**config.mk**
```make
export PLATFORM = sky130hd
export DESIGN_NAME = chip8_exec_unit_flat
export DESIGN_NICKNAME = d
export VERILOG_FILES = /design/src/rtl/chip8_exec_unit_if.sv /design/src/rtl/chip8_exec_unit.sv /design/src/flat_wrapper.sv
export SDC_FILE = /design/constraint.sdc
export NUM_CORES = 1
export LEC_CHECK = 0
export BUFFER_PORTS_ARGS = -buffer_cell sky130_fd_sc_hd__buf_2
export CORE_MARGIN = 4
export CORE_UTILIZATION = 35
export CTS_CLUSTER_SIZE = 14
export DETAILED_ROUTE_END_ITERATION = 10
export MAX_ROUTING_LAYER = met4
export PLACE_DENSITY_LB_ADDON = 0.08
export REMOVE_ABC_BUFFERS = 1
export SKIP_CTS_REPAIR_TIMING = 1
export SYNTH_ARGS = -nofsm -noshare
export SYNTH_HDL_FRONTEND = slang
export SYNTH_SLANG_ARGS = --single-unit
```
**constraint.sdc**
```tcl
create_clock -name clk -period 6.3 [get_ports clk]
set_input_delay 1.26 -clock clk [delete_from_list [all_inputs] [get_ports clk]]
set_output_delay 1.26 -clock clk [all_outputs]
set_load 0.01 [all_outputs]
```
**src/rtl/chip8_exec_unit_if.sv**
```systemverilog
// Decode-side and memory-side handshake bundle for the CHIP-8 execute unit.
interface chip8_exec_unit_if #(
  parameter int DATA_W   = 8,
  parameter int NUM_KEYS = 16
);
  // ceil(DATA_W*log10(2)) in integer arithmetic
  localparam int DIGITS = (DATA_W * 30103 + 99999) / 100000;
  localparam int OFF_W  = $clog2(DIGITS);

  logic                flush;
  logic                in_valid;
  logic                in_ready;
  logic [5:0]          op;
  logic [DATA_W-1:0]   vx;
  logic [DATA_W-1:0]   vy;
  logic [7:0]          imm;
  logic [NUM_KEYS-1:0] keys;
  logic [DATA_W-1:0]   rnd;
  logic                res_valid;
  logic                wb_en;
  logic [DATA_W-1:0]   wb_data;
  logic                vf_en;
  logic [DATA_W-1:0]   vf_data;
  logic                skip;
  logic                mem_valid;
  logic                mem_ready;
  logic [OFF_W-1:0]    mem_offset;
  logic [7:0]          mem_data;
  logic                trap;

  modport master (
    output flush, in_valid, op, vx, vy, imm, keys, rnd, mem_ready,
    input  in_ready, res_valid, wb_en, wb_data, vf_en, vf_data, skip,
           mem_valid, mem_offset, mem_data, trap
  );

  modport slave (
    input  flush, in_valid, op, vx, vy, imm, keys, rnd, mem_ready,
    output in_ready, res_valid, wb_en, wb_data, vf_en, vf_data, skip,
           mem_valid, mem_offset, mem_data, trap
  );
endinterface

```
**src/rtl/chip8_exec_unit.sv**
```systemverilog
// CHIP-8 execute stage: single-cycle ALU/skip ops, key-wait and serial BCD
// store with valid/ready stall, flush and unsupported-op trap.
module chip8_exec_unit #(
  parameter int DATA_W   = 8,
  parameter int NUM_KEYS = 16
) (
  input logic             clk,
  input logic             rst,
  chip8_exec_unit_if.slave bus
);
  localparam int DIGITS = (DATA_W * 30103 + 99999) / 100000;
  localparam int OFF_W  = $clog2(DIGITS);
  localparam int BCD_W  = 4 * DIGITS;
  localparam int KEY_W  = $clog2(NUM_KEYS);
  localparam int CNT_W  = $clog2(DATA_W);

  localparam logic [5:0] OP_SE_B = 6,  OP_SE = 7,  OP_SNE_B = 8, OP_SNE = 9;
  localparam logic [5:0] OP_LD_B = 10, OP_LD = 11, OP_LD_K = 14, OP_BCD = 18;
  localparam logic [5:0] OP_ADDI = 21, OP_ADD = 22, OP_SUB = 24, OP_SUBN = 25;
  localparam logic [5:0] OP_OR = 26, OP_AND = 27, OP_XOR = 28, OP_SHR = 29;
  localparam logic [5:0] OP_SHL = 30, OP_RND = 31, OP_SKP = 33, OP_SKNP = 34;

  typedef enum logic [2:0] {IDLE, KEY_PRESS, KEY_RELEASE, BCD_CONV, BCD_EMIT} state_t;
  state_t state;

  logic              res_valid, wb_en, vf_en, skip, trap, mem_valid;
  logic [DATA_W-1:0] wb_data, vf_data;
  logic [OFF_W-1:0]  mem_offset;
  logic [7:0]        mem_data;
  logic [KEY_W-1:0]  key_idx;
  logic [DATA_W-1:0] bin;
  logic [BCD_W-1:0]  bcd;
  logic [CNT_W-1:0]  cnt;

  assign bus.in_ready   = (state == IDLE) && rst;
  assign bus.res_valid  = res_valid;
  assign bus.wb_en      = wb_en;
  assign bus.wb_data    = wb_data;
  assign bus.vf_en      = vf_en;
  assign bus.vf_data    = vf_data;
  assign bus.skip       = skip;
  assign bus.trap       = trap;
  assign bus.mem_valid  = mem_valid;
  assign bus.mem_offset = mem_offset;
  assign bus.mem_data   = mem_data;

  // Single-cycle result, computed straight from the accepted operands
  logic              sc_ok, sc_wb_en, sc_vf_en, sc_skip, sc_flag, key_hit;
  logic [DATA_W-1:0] sc_wb, immx;
  logic [DATA_W:0]   sum;

  always_comb begin
    immx    = DATA_W'(bus.imm);
    sum     = {1'b0, bus.vx} + {1'b0, bus.vy};
    key_hit = 1'b0;
    for (int k = 0; k < NUM_KEYS; k++)
      if (bus.vx == DATA_W'(k)) key_hit = bus.keys[k];
    sc_ok = 1'b1; sc_wb_en = 1'b0; sc_vf_en = 1'b0; sc_skip = 1'b0;
    sc_flag = 1'b0; sc_wb = '0;
    case (bus.op)
      OP_LD_B: begin sc_wb_en = 1'b1; sc_wb = immx; end
      OP_LD:   begin sc_wb_en = 1'b1; sc_wb = bus.vy; end
      OP_ADDI: begin sc_wb_en = 1'b1; sc_wb = bus.vx + immx; end
      OP_ADD:  begin sc_wb_en = 1'b1; sc_vf_en = 1'b1; sc_wb = sum[DATA_W-1:0]; sc_flag = sum[DATA_W]; end
      OP_SUB:  begin sc_wb_en = 1'b1; sc_vf_en = 1'b1; sc_wb = bus.vx - bus.vy; sc_flag = bus.vx >= bus.vy; end
      OP_SUBN: begin sc_wb_en = 1'b1; sc_vf_en = 1'b1; sc_wb = bus.vy - bus.vx; sc_flag = bus.vy >= bus.vx; end
      OP_OR:   begin sc_wb_en = 1'b1; sc_wb = bus.vx | bus.vy; end
      OP_AND:  begin sc_wb_en = 1'b1; sc_wb = bus.vx & bus.vy; end
      OP_XOR:  begin sc_wb_en = 1'b1; sc_wb = bus.vx ^ bus.vy; end
      OP_SHR:  begin sc_wb_en = 1'b1; sc_vf_en = 1'b1; sc_wb = bus.vx >> 1; sc_flag = bus.vx[0]; end
      OP_SHL:  begin sc_wb_en = 1'b1; sc_vf_en = 1'b1; sc_wb = bus.vx << 1; sc_flag = bus.vx[DATA_W-1]; end
      OP_RND:  begin sc_wb_en = 1'b1; sc_wb = bus.rnd & immx; end
      OP_SE_B:  sc_skip = bus.vx == immx;
      OP_SE:    sc_skip = bus.vx == bus.vy;
      OP_SNE_B: sc_skip = bus.vx != immx;
      OP_SNE:   sc_skip = bus.vx != bus.vy;
      OP_SKP:   sc_skip = key_hit;
      OP_SKNP:  sc_skip = !key_hit;
      default:  sc_ok = 1'b0;
    endcase
  end

  logic [KEY_W-1:0] low_idx;
  always_comb begin
    low_idx = '0;
    for (int k = NUM_KEYS - 1; k >= 0; k--)
      if (bus.keys[k]) low_idx = KEY_W'(k);
  end

  // Double-dabble step: add 3 to any digit >= 5, then shift in the next bit
  logic [BCD_W-1:0] bcd_adj, bcd_nxt;
  always_comb begin
    bcd_adj = bcd;
    for (int i = 0; i < DIGITS; i++)
      if (bcd[4*i +: 4] >= 4'd5) bcd_adj[4*i +: 4] = bcd[4*i +: 4] + 4'd3;
    bcd_nxt = {bcd_adj[BCD_W-2:0], bin[DATA_W-1]};
  end

  always_ff @(posedge clk or negedge rst) begin
    if (!rst) begin
      state <= IDLE;
      res_valid <= 1'b0; wb_en <= 1'b0; vf_en <= 1'b0; skip <= 1'b0; trap <= 1'b0;
      mem_valid <= 1'b0; wb_data <= '0; vf_data <= '0; mem_offset <= '0; mem_data <= '0;
      key_idx <= '0; bin <= '0; bcd <= '0; cnt <= '0;
    end else begin
      res_valid <= 1'b0; wb_en <= 1'b0; vf_en <= 1'b0; skip <= 1'b0; trap <= 1'b0;
      if (bus.flush) begin
        state     <= IDLE;
        mem_valid <= 1'b0;
      end else begin
        case (state)
          IDLE: if (bus.in_valid) begin
            if (bus.op == OP_LD_K) begin
              state <= KEY_PRESS;
            end else if (bus.op == OP_BCD) begin
              state <= BCD_CONV;
              bin   <= bus.vx;
              bcd   <= '0;
              cnt   <= '0;
            end else if (sc_ok) begin
              res_valid <= 1'b1;
              wb_en     <= sc_wb_en;
              vf_en     <= sc_vf_en;
              skip      <= sc_skip;
              wb_data   <= sc_wb;
              vf_data   <= DATA_W'(sc_flag);
            end else begin
              trap <= 1'b1;
            end
          end
          KEY_PRESS: if (|bus.keys) begin
            key_idx <= low_idx;
            state   <= KEY_RELEASE;
          end
          KEY_RELEASE: if (!bus.keys[key_idx]) begin
            res_valid <= 1'b1;
            wb_en     <= 1'b1;
            wb_data   <= DATA_W'(key_idx);
            state     <= IDLE;
          end
          BCD_CONV: begin
            bcd <= bcd_nxt;
            bin <= bin << 1;
            cnt <= cnt + 1'b1;
            if (cnt == CNT_W'(DATA_W - 1)) begin
              state      <= BCD_EMIT;
              mem_valid  <= 1'b1;
              mem_offset <= '0;
              mem_data   <= {4'd0, bcd_nxt[BCD_W-1 -: 4]};
            end
          end
          BCD_EMIT: if (bus.mem_ready) begin
            if (mem_offset == OFF_W'(DIGITS - 1)) begin
              mem_valid <= 1'b0;
              res_valid <= 1'b1;
              state     <= IDLE;
            end else begin
              // bcd shifts so its top nibble is always the digit on the bus
              mem_offset <= mem_offset + 1'b1;
              mem_data   <= {4'd0, bcd[BCD_W-5 -: 4]};
              bcd        <= bcd << 4;
            end
          end
          default: state <= IDLE;
        endcase
      end
    end
  end
endmodule

```
**src/flat_wrapper.sv**
```systemverilog
// flat-port wrapper written by rule: the top's interface ports become plain ports
module chip8_exec_unit_flat 
#(
  parameter int DATA_W   = 8,
  parameter int NUM_KEYS = 16
)
  (clk, rst, bus_flush, bus_in_valid, bus_op, bus_vx, bus_vy, bus_imm, bus_keys, bus_rnd, bus_mem_ready, bus_in_ready, bus_res_valid, bus_wb_en, bus_wb_data, bus_vf_en, bus_vf_data, bus_skip, bus_mem_valid, bus_mem_offset, bus_mem_data, bus_trap);
  chip8_exec_unit_if #(.DATA_W(DATA_W), .NUM_KEYS(NUM_KEYS)) bus_i ();
  input logic clk;
  input logic rst;
  input wire logic [$bits(bus_i.flush)-1:0] bus_flush;
  input wire logic [$bits(bus_i.in_valid)-1:0] bus_in_valid;
  input wire logic [$bits(bus_i.op)-1:0] bus_op;
  input wire logic [$bits(bus_i.vx)-1:0] bus_vx;
  input wire logic [$bits(bus_i.vy)-1:0] bus_vy;
  input wire logic [$bits(bus_i.imm)-1:0] bus_imm;
  input wire logic [$bits(bus_i.keys)-1:0] bus_keys;
  input wire logic [$bits(bus_i.rnd)-1:0] bus_rnd;
  input wire logic [$bits(bus_i.mem_ready)-1:0] bus_mem_ready;
  output wire logic [$bits(bus_i.in_ready)-1:0] bus_in_ready;
  output wire logic [$bits(bus_i.res_valid)-1:0] bus_res_valid;
  output wire logic [$bits(bus_i.wb_en)-1:0] bus_wb_en;
  output wire logic [$bits(bus_i.wb_data)-1:0] bus_wb_data;
  output wire logic [$bits(bus_i.vf_en)-1:0] bus_vf_en;
  output wire logic [$bits(bus_i.vf_data)-1:0] bus_vf_data;
  output wire logic [$bits(bus_i.skip)-1:0] bus_skip;
  output wire logic [$bits(bus_i.mem_valid)-1:0] bus_mem_valid;
  output wire logic [$bits(bus_i.mem_offset)-1:0] bus_mem_offset;
  output wire logic [$bits(bus_i.mem_data)-1:0] bus_mem_data;
  output wire logic [$bits(bus_i.trap)-1:0] bus_trap;
  assign bus_i.flush = bus_flush;
  assign bus_i.in_valid = bus_in_valid;
  assign bus_i.op = bus_op;
  assign bus_i.vx = bus_vx;
  assign bus_i.vy = bus_vy;
  assign bus_i.imm = bus_imm;
  assign bus_i.keys = bus_keys;
  assign bus_i.rnd = bus_rnd;
  assign bus_i.mem_ready = bus_mem_ready;
  assign bus_in_ready = bus_i.in_ready;
  assign bus_res_valid = bus_i.res_valid;
  assign bus_wb_en = bus_i.wb_en;
  assign bus_wb_data = bus_i.wb_data;
  assign bus_vf_en = bus_i.vf_en;
  assign bus_vf_data = bus_i.vf_data;
  assign bus_skip = bus_i.skip;
  assign bus_mem_valid = bus_i.mem_valid;
  assign bus_mem_offset = bus_i.mem_offset;
  assign bus_mem_data = bus_i.mem_data;
  assign bus_trap = bus_i.trap;
  chip8_exec_unit #(.DATA_W(DATA_W), .NUM_KEYS(NUM_KEYS)) u_core (.clk(clk), .rst(rst), .bus(bus_i));
endmodule
```
==> results of run 1 <==
## cell type report
cell class              instances  area share [%]
multi-input cells             552            62.4
clock inverters                 1           0.492
inverters                      47            2.89
clock buffers                   6            2.11
repair buffers                 83            6.92
well taps                     211            4.32
flip-flops and latches         51            20.9
## cells in the final DEF, fill, tap and decap left out, types with 6 or more instances in the layout
cell type,n
buf_2,80
a21oi_1,64
nor2_1,58
nand2_1,58
dfrtp_1,51
ha_1,48
inv_1,46
o21ai_0,38
nor3_1,16
nand2b_1,16
a22oi_1,15
nand3_1,14
a221oi_1,14
nor4_1,11
conb_1,11
nor2b_1,9
xnor2_1,9
o2111ai_1,8
o21ai_1,8
mux2i_1,7
and3_1,7
a211oi_1,7
nor3b_1,6
o21bai_1,6
a21o_1,6
## state kept, by name (all words and copies together), names as in the netlist
signal / flops
u_core.cnt: 3
u_core.bus.wb_en: 1
u_core.key_idx: 4
u_core.bus.vf_en: 1
u_core.bus.wb_data: 8
u_core.bus.vf_data: 1
u_core.bcd: 12
u_core.bus.mem_valid: 1
u_core.bin: 8
u_core.bus.mem_offset: 2
u_core.bus.skip: 1
u_core.bus.res_valid: 1
u_core.bus.trap: 1
u_core.state: 3
u_core.bus.mem_data: 4
## power by group
group | total, W | switching, W | internal [W]
Combinational | 0.000345 | 0.000209 | 0.000135
Sequential | 0.000394 | 0.0000310 | 0.000363
Clock | 0.000303 | 0.000117 | 0.000186
## worst min-delay path, delay by kind of cell, from the launching register on
kind / cells / cell delay (ns)
AOI/OAI and AO/OA: 1 / 0.06
and+or+nand+nor: 1 / 0.05
DFF: 1 / 0.34
## per-layer routing
| metal | part of all wire [%] | routed length (microns) | vias to the layer above | track usage, % |
|---|---|---|---|---|
| li1 | - | - | 2620 | - |
| met4 | 1.9 | 362 | 0 | 5.08 |
| met5 | 0 | 0 | - | - |
| met3 | 5.0 | 964 | 22 | 3.04 |
| met2 | 46 | 8900 | 177 | 34.6 |
| met1 | 47 | 9100 | 2664 | 30.8 |
## cell families (layout without fill, tap and decap cells)
logic type      Yosys count  count (layout)  share of synthesized area, %
simple gates            229             229                          21.4
compound gates          229             229                          28.6
flops                    51              51                          23.4
fa+ha+maj                52              52                          12.5
other cells               1              11                        0.0687
buf+inv                  93             137                          7.43
xor+xnor                 14              14                          2.25
mux                      17              17                          4.38
## worst max-delay path by stage
stage / start / endpoint / slack, ns / cells after the start
detailed placement: bus_vx[0] / u_core.bus.wb_data[4] / 1.99 / 12
global route: bus_vx[0] / u_core.bus.wb_data[4] / 2.06 / 12
CTS: bus_vx[0] / u_core.bus.wb_data[4] / 2.29 / 12
global placement: bus_vx[0] / u_core.bus.wb_data[4] / 1.94 / 12
finish: bus_vx[0] / u_core.bus.wb_data[4] / 2.38 / 12
floorplan: bus_vx[2] / u_core.bus.wb_data[7] / 3.00 / 9
## per-stage QoR
step | setup slack, ns | util [%] | instance area (sq um)
2_1_floorplan | 3.00 | - | 5260
3_3_place_gp | 1.94 | 39.0 | 5950
3_5_place_dp | 1.99 | 39.0 | 5950
4_1_cts | 2.29 | 40.0 | 6110
5_1_grt | 2.06 | 40.0 | 6110
6_report | 2.38 | 40.0 | 6110
==> summary.txt, run 1 <==
Floorplanning
  • Die outline area: 0.0176 sq mm
  • Starting Density: 35.8%
  • Die H: 133 microns
  • Num ports: 92
  • Core Area: 0.0153 sq mm
  • Die X: 133 microns
  • Row cnt: 45

Global route
  • Remaining Overflow, GRT: 0
  • Initial antenna violation count: 0
  • Vias in the first global route: approximately 5300
  • Largest net degree at the start of global routing: 53
  • First-pass GRT wire length: around 30 mm
  • Gr usage total: 22.2%

Yosys
  • Most area-consuming cells after synthesis: dfrtp_1, ha_1, a21oi_1, nand2_1, nor2_1
  • Mapped Area: 0.00546 sq mm
  • Post-synth EDFFs: 0
  • Synth area leader: dfrtp_1
  • Number of synthesis warnings: 0
  • Synth async-reset ratio: 100%
  • Synthesized flop and latch total: about 50
  • Distinct cell type count after synthesis: 77
  • Post-Syn Instances: 686
  • Sequential-to-total area share from yosys stat: 23.4%
  • Yosys top cell area share: 23.4%
  • Syn Area/Cell: roughly 8 sq um
  • Count leader, synth: a21oi_1
  • Post-synth top cells: a21oi_1, nand2_1, nor2_1
  • Predominant post-synthesis flop cell: dfrtp_1

Final layout
  • Antenna cells: 0
  • Layout cells sized above 1: 14.9%
  • FF+latch area: roughly 0.0013 sq mm
  • Post-route insts no fill: 951
  • Synth-to-Final Area Change: 12.0%
  • Multi-input logic area: between 0.003 and 0.004 sq mm
  • Fillers: 1605
  • Nets: 851

Drt
  • Number of remaining DRC errors: 0
  • Via count: approximately 5500
  • Routed vias/inst: between 5 and 6
  • Initial DRC count: 350
  • DRT antenna net count: 0
  • DR WL/cell: 20.3 microns
  • Pre-Repair DR Iteration Count: 5
  • Post-Route WL: 19.3 mm

Clock tree
  • Maximum clock path buffer count: 2
  • CTS H-Tree Depth: 2
  • Sink Count: 51
  • CTS tree: yes
  • Clk slew on worst S/H paths: 0.07 ns
  • CTS buffer count: 5
  • Clk Latency, worst-skew pair: approximately 0.29 ns
  • CTS root buffer: clkbuf_16

Timing
  • Tmin final: 3.92 ns
  • Slew @ Worst Pin: 1.10 ns
  • Slew Viols, Final: 0
  • Hold Slack: 0.483 ns
  • Final Skew: 0.00550 ns
  • FMAX: 0.255 GHz
  • RSZ-0062 raised after global routing: no
  • Fin. Hold Viols: 0
  • Slew margin rel.: approximately a quarter
  • Sum Neg Setup Slack: 0 ns
  • Tcrit/Tclk final: 62.2%
  • Setup Viol. Count Final: 0

Placed design
  • Hpwl dp: 15.2 mm
  • Dpl cells: 944
  • RePlAce Congestion: 0.901
  • # port buffers: 80

Worst setup path
  • Reg-to-reg setup timing slack: 3.51 ns
  • Worst-case reg-to-reg path depth: 4
  • Nature of the critical path endpoint: flop
  • Worst R2R End: u_core.bus.mem_data[0]
  • Slowest-stage cell, CP: a2111oi_0
  • Critical Path, Cell by Cell: buf_2 > inv_1 > ha_1 > inv_1 > fa_1 > nor2b_1 > o21a_1 > nor2_1 > o22a_1 > a21oi_1 > a2111oi_0 > o21ai_1
  • Largest delay contributor family on the critical path: compound AO/OA/AOI/OAI gates
  • Crit path kind: primary input to flop
  • Max incr delay on CP: 0.59 ns
  • CP Buf/Inv Count: 3
  • FF-to-FF Start: u_core.state[2]
  • Most used cell, CP: inv_1
  • Max Fanout on Critical Path: 15
  • WP data required: 6.45 ns
  • WP data arrival: just over 4 ns
  • CP Launch Type: primary input

Job
  • Max-cap check violation count: 0

Outcome
  • Result of the run: completed

Worst hold path
  • WHS Path Cells: 2
  • Hold_sp: u_core.bus.wb_data[2]
  • Worst hold-check path type: flop to flop
  • Hold Crit Endpoint: u_core.bus.wb_data[2]

Pwr
  • Pwr/cell area: 171 mW/mm^2
  • Peak supply drop: 0.143 mV
  • Total power: about 0.0010 W
  • Static leakage: 2.71 nW
Note: power is estimated with default switching activity, not from simulation.
==> inputs of run 2 (changes only) <==
Clock period 6.3 ns to 3.5 ns, I/O delays scaled along.
==> summary.txt, run 2 (synthesized netlist as in run 1, its figures left out) <==
Outcome
  • Result of the run: completed

Floorplanning
  • Die outline area: roughly 0.018 sq mm
  • Num ports: 92
  • Core Area: 0.0153 sq mm
  • Row cnt: 45
  • Die H: between 100 and 150 microns
  • Die X: 133 microns
  • Starting Density: 35.8%

Timing
  • Hold Slack: 0.492 ns
  • RSZ-0062 raised after global routing: no
  • Fin. Hold Viols: 0
  • Tmin final: 2.89 ns
  • Slew Viols, Final: 0
  • Tcrit/Tclk final: 82.7%
  • Final Skew: 0.00412 ns
  • Sum Neg Setup Slack: 0 ns
  • Setup Viol. Count Final: 0
  • FMAX: 0.346 GHz
  • Slew @ Worst Pin: ~0.86 ns
  • Slew margin rel.: 42.0%

Drt
  • Initial DRC count: about 420
  • DRT antenna net count: 0
  • DR WL/cell: between 20 and 25 microns
  • Number of remaining DRC errors: 0
  • Pre-Repair DR Iteration Count: 5
  • Post-Route WL: 19.6 mm
  • Via count: 5536
  • Routed vias/inst: 5.68

Placed design
  • RePlAce Congestion: 0.946
  • Hpwl dp: 15.7 mm
  • # port buffers: 80

Clock tree
  • CTS root buffer: clkbuf_16
  • Maximum clock path buffer count: 2
  • CTS tree: yes
  • Sink Count: 51
  • Clk slew on worst S/H paths: 0.07 ns
  • Clk Latency, worst-skew pair: 0.29 ns
  • CTS buffer count: 5
  • CTS H-Tree Depth: 2

Global route
  • Gr usage total: 22.8%
  • Initial antenna violation count: 0
  • Remaining Overflow, GRT: 0
  • First-pass GRT wire length: 31.4 mm
  • Vias in the first global route: 5460
  • Largest net degree at the start of global routing: 52

Pwr
  • Static leakage: 2.83 nW
  • Peak supply drop: ~0.25 mV
  • Pwr/cell area: 301 mW/mm^2

Final layout
  • Antenna cells: 0
  • Register name with the most flops: u_core.bcd
  • Fillers: approximately 1600
  • Most frequent cells in the layout: buf_2, a21oi_1, nor2_1, nand2_1, dfrtp_1
  • Commonest non-fill, non-tap cell in the layout: buf_2
  • Max reg flops: 12
  • Multi-input logic area: 0.00381 sq mm
  • Layout cells sized above 1: between 10% and 20%
  • Synth-to-Final Area Change: 15.3%
  • FF+latch area: ~0.0013 sq mm
  • Nets: 875
  • Biggest regs: u_core.bcd (12), u_core.bin (8), u_core.bus.wb_data (8)

Worst setup path
  • FF-to-FF Start: u_core.key_idx[1]
  • WP data arrival: 3.07 ns
  • Max Fanout on Critical Path: 10
  • Largest delay contributor family on the critical path: compound AO/OA/AOI/OAI gates
  • CP Launch Type: primary input
  • CP Buf/Inv Count: 2
  • Crit path from: bus_vx[1]
  • Slowest-stage cell, CP: a221oi_1
  • WP data required: 3.68 ns
  • Critical Path, Cell by Cell: buf_2 > inv_1 > ha_1 > nor2_1 > o221ai_1 > a221oi_1 > nor4_1 > a31o_1 > o31a_1 > a211o_1
  • Nature of the critical path endpoint: flop
  • Crit path kind: primary input to flop
  • Max incr delay on CP: 0.51 ns

Worst hold path
  • Hold_sp: u_core.bus.wb_data[1]
  • Worst hold-check path type: flop to flop

Job
  • Max-cap check violation count: 0
[run 2: final cells by class]
type | instances | share of cell area (%)
inverter | 47 | 2.80
clock buffer | 6 | 2.05
sequential | 51 | 20.3
multi-input combinational | 552 | 60.6
tap | 211 | 4.20
clock inverter | 1 | 0.477
timing repair buffer | 107 | 9.59
[run 2: power by group]
group | switching, W | internal [W] | total [W] | leakage [nW]
Clock | 0.000213 | 0.000334 | 0.000547 | 0.0769
Combinational | 0.000376 | 0.000257 | 0.000634 | 2.10
Sequential | 0.0000573 | 0.000654 | 0.000711 | 0.656
[run 2: routing by layer]
metal	global-route usage [%]	routed length, microns
met5	-	0
met2	35.9	9120
met1	30.8	9040
met3	2.78	928
met4	6.58	514
[run 2: worst reg2reg max path, cell delays in order, from the launching register on]
cell and delay [ns]:
dfrtp_1 0.52, mux4_2 0.54, mux2i_1 0.15, mux2_2 0.22, nand2_1 0.09, a221o_1 0.51
a211o_1 0.36
[run 2: final timing paths]
kind	endpoint	slack, ns	cells past startpoint
max	u_core.bus.wb_data[7]	0.61	10
min	u_core.bus.wb_data[1]	0.49	2
max reg2reg	u_core.bus.wb_data[7]	1.01	6
min reg2reg	u_core.bus.wb_data[1]	0.49	2
max in group asynchronous	u_core.state[0]	2.50	2
min in group asynchronous	u_core.bus.mem_data[0]	0.54	2
[run 2: stage by stage]
| step | total power [W] | cells | util [%] | setup slack (ns) | cell area [sq um] |
|---|---|---|---|---|---|
| after floorplan | 0.00109 | 650 | - | 0.759 | 5260 |
| after global placement | 0.00135 | 968 | 40.2 | 0.331 | 6130 |
| after detailed placement | 0.00135 | 968 | 40.2 | 0.276 | 6130 |
| after CTS | 0.00191 | 975 | 41.2 | 0.590 | 6290 |
| after global routing | 0.00202 | 975 | 41.2 | 0.339 | 6290 |
| final | 0.00189 | 975 | 41.2 | 0.606 | 6290 |
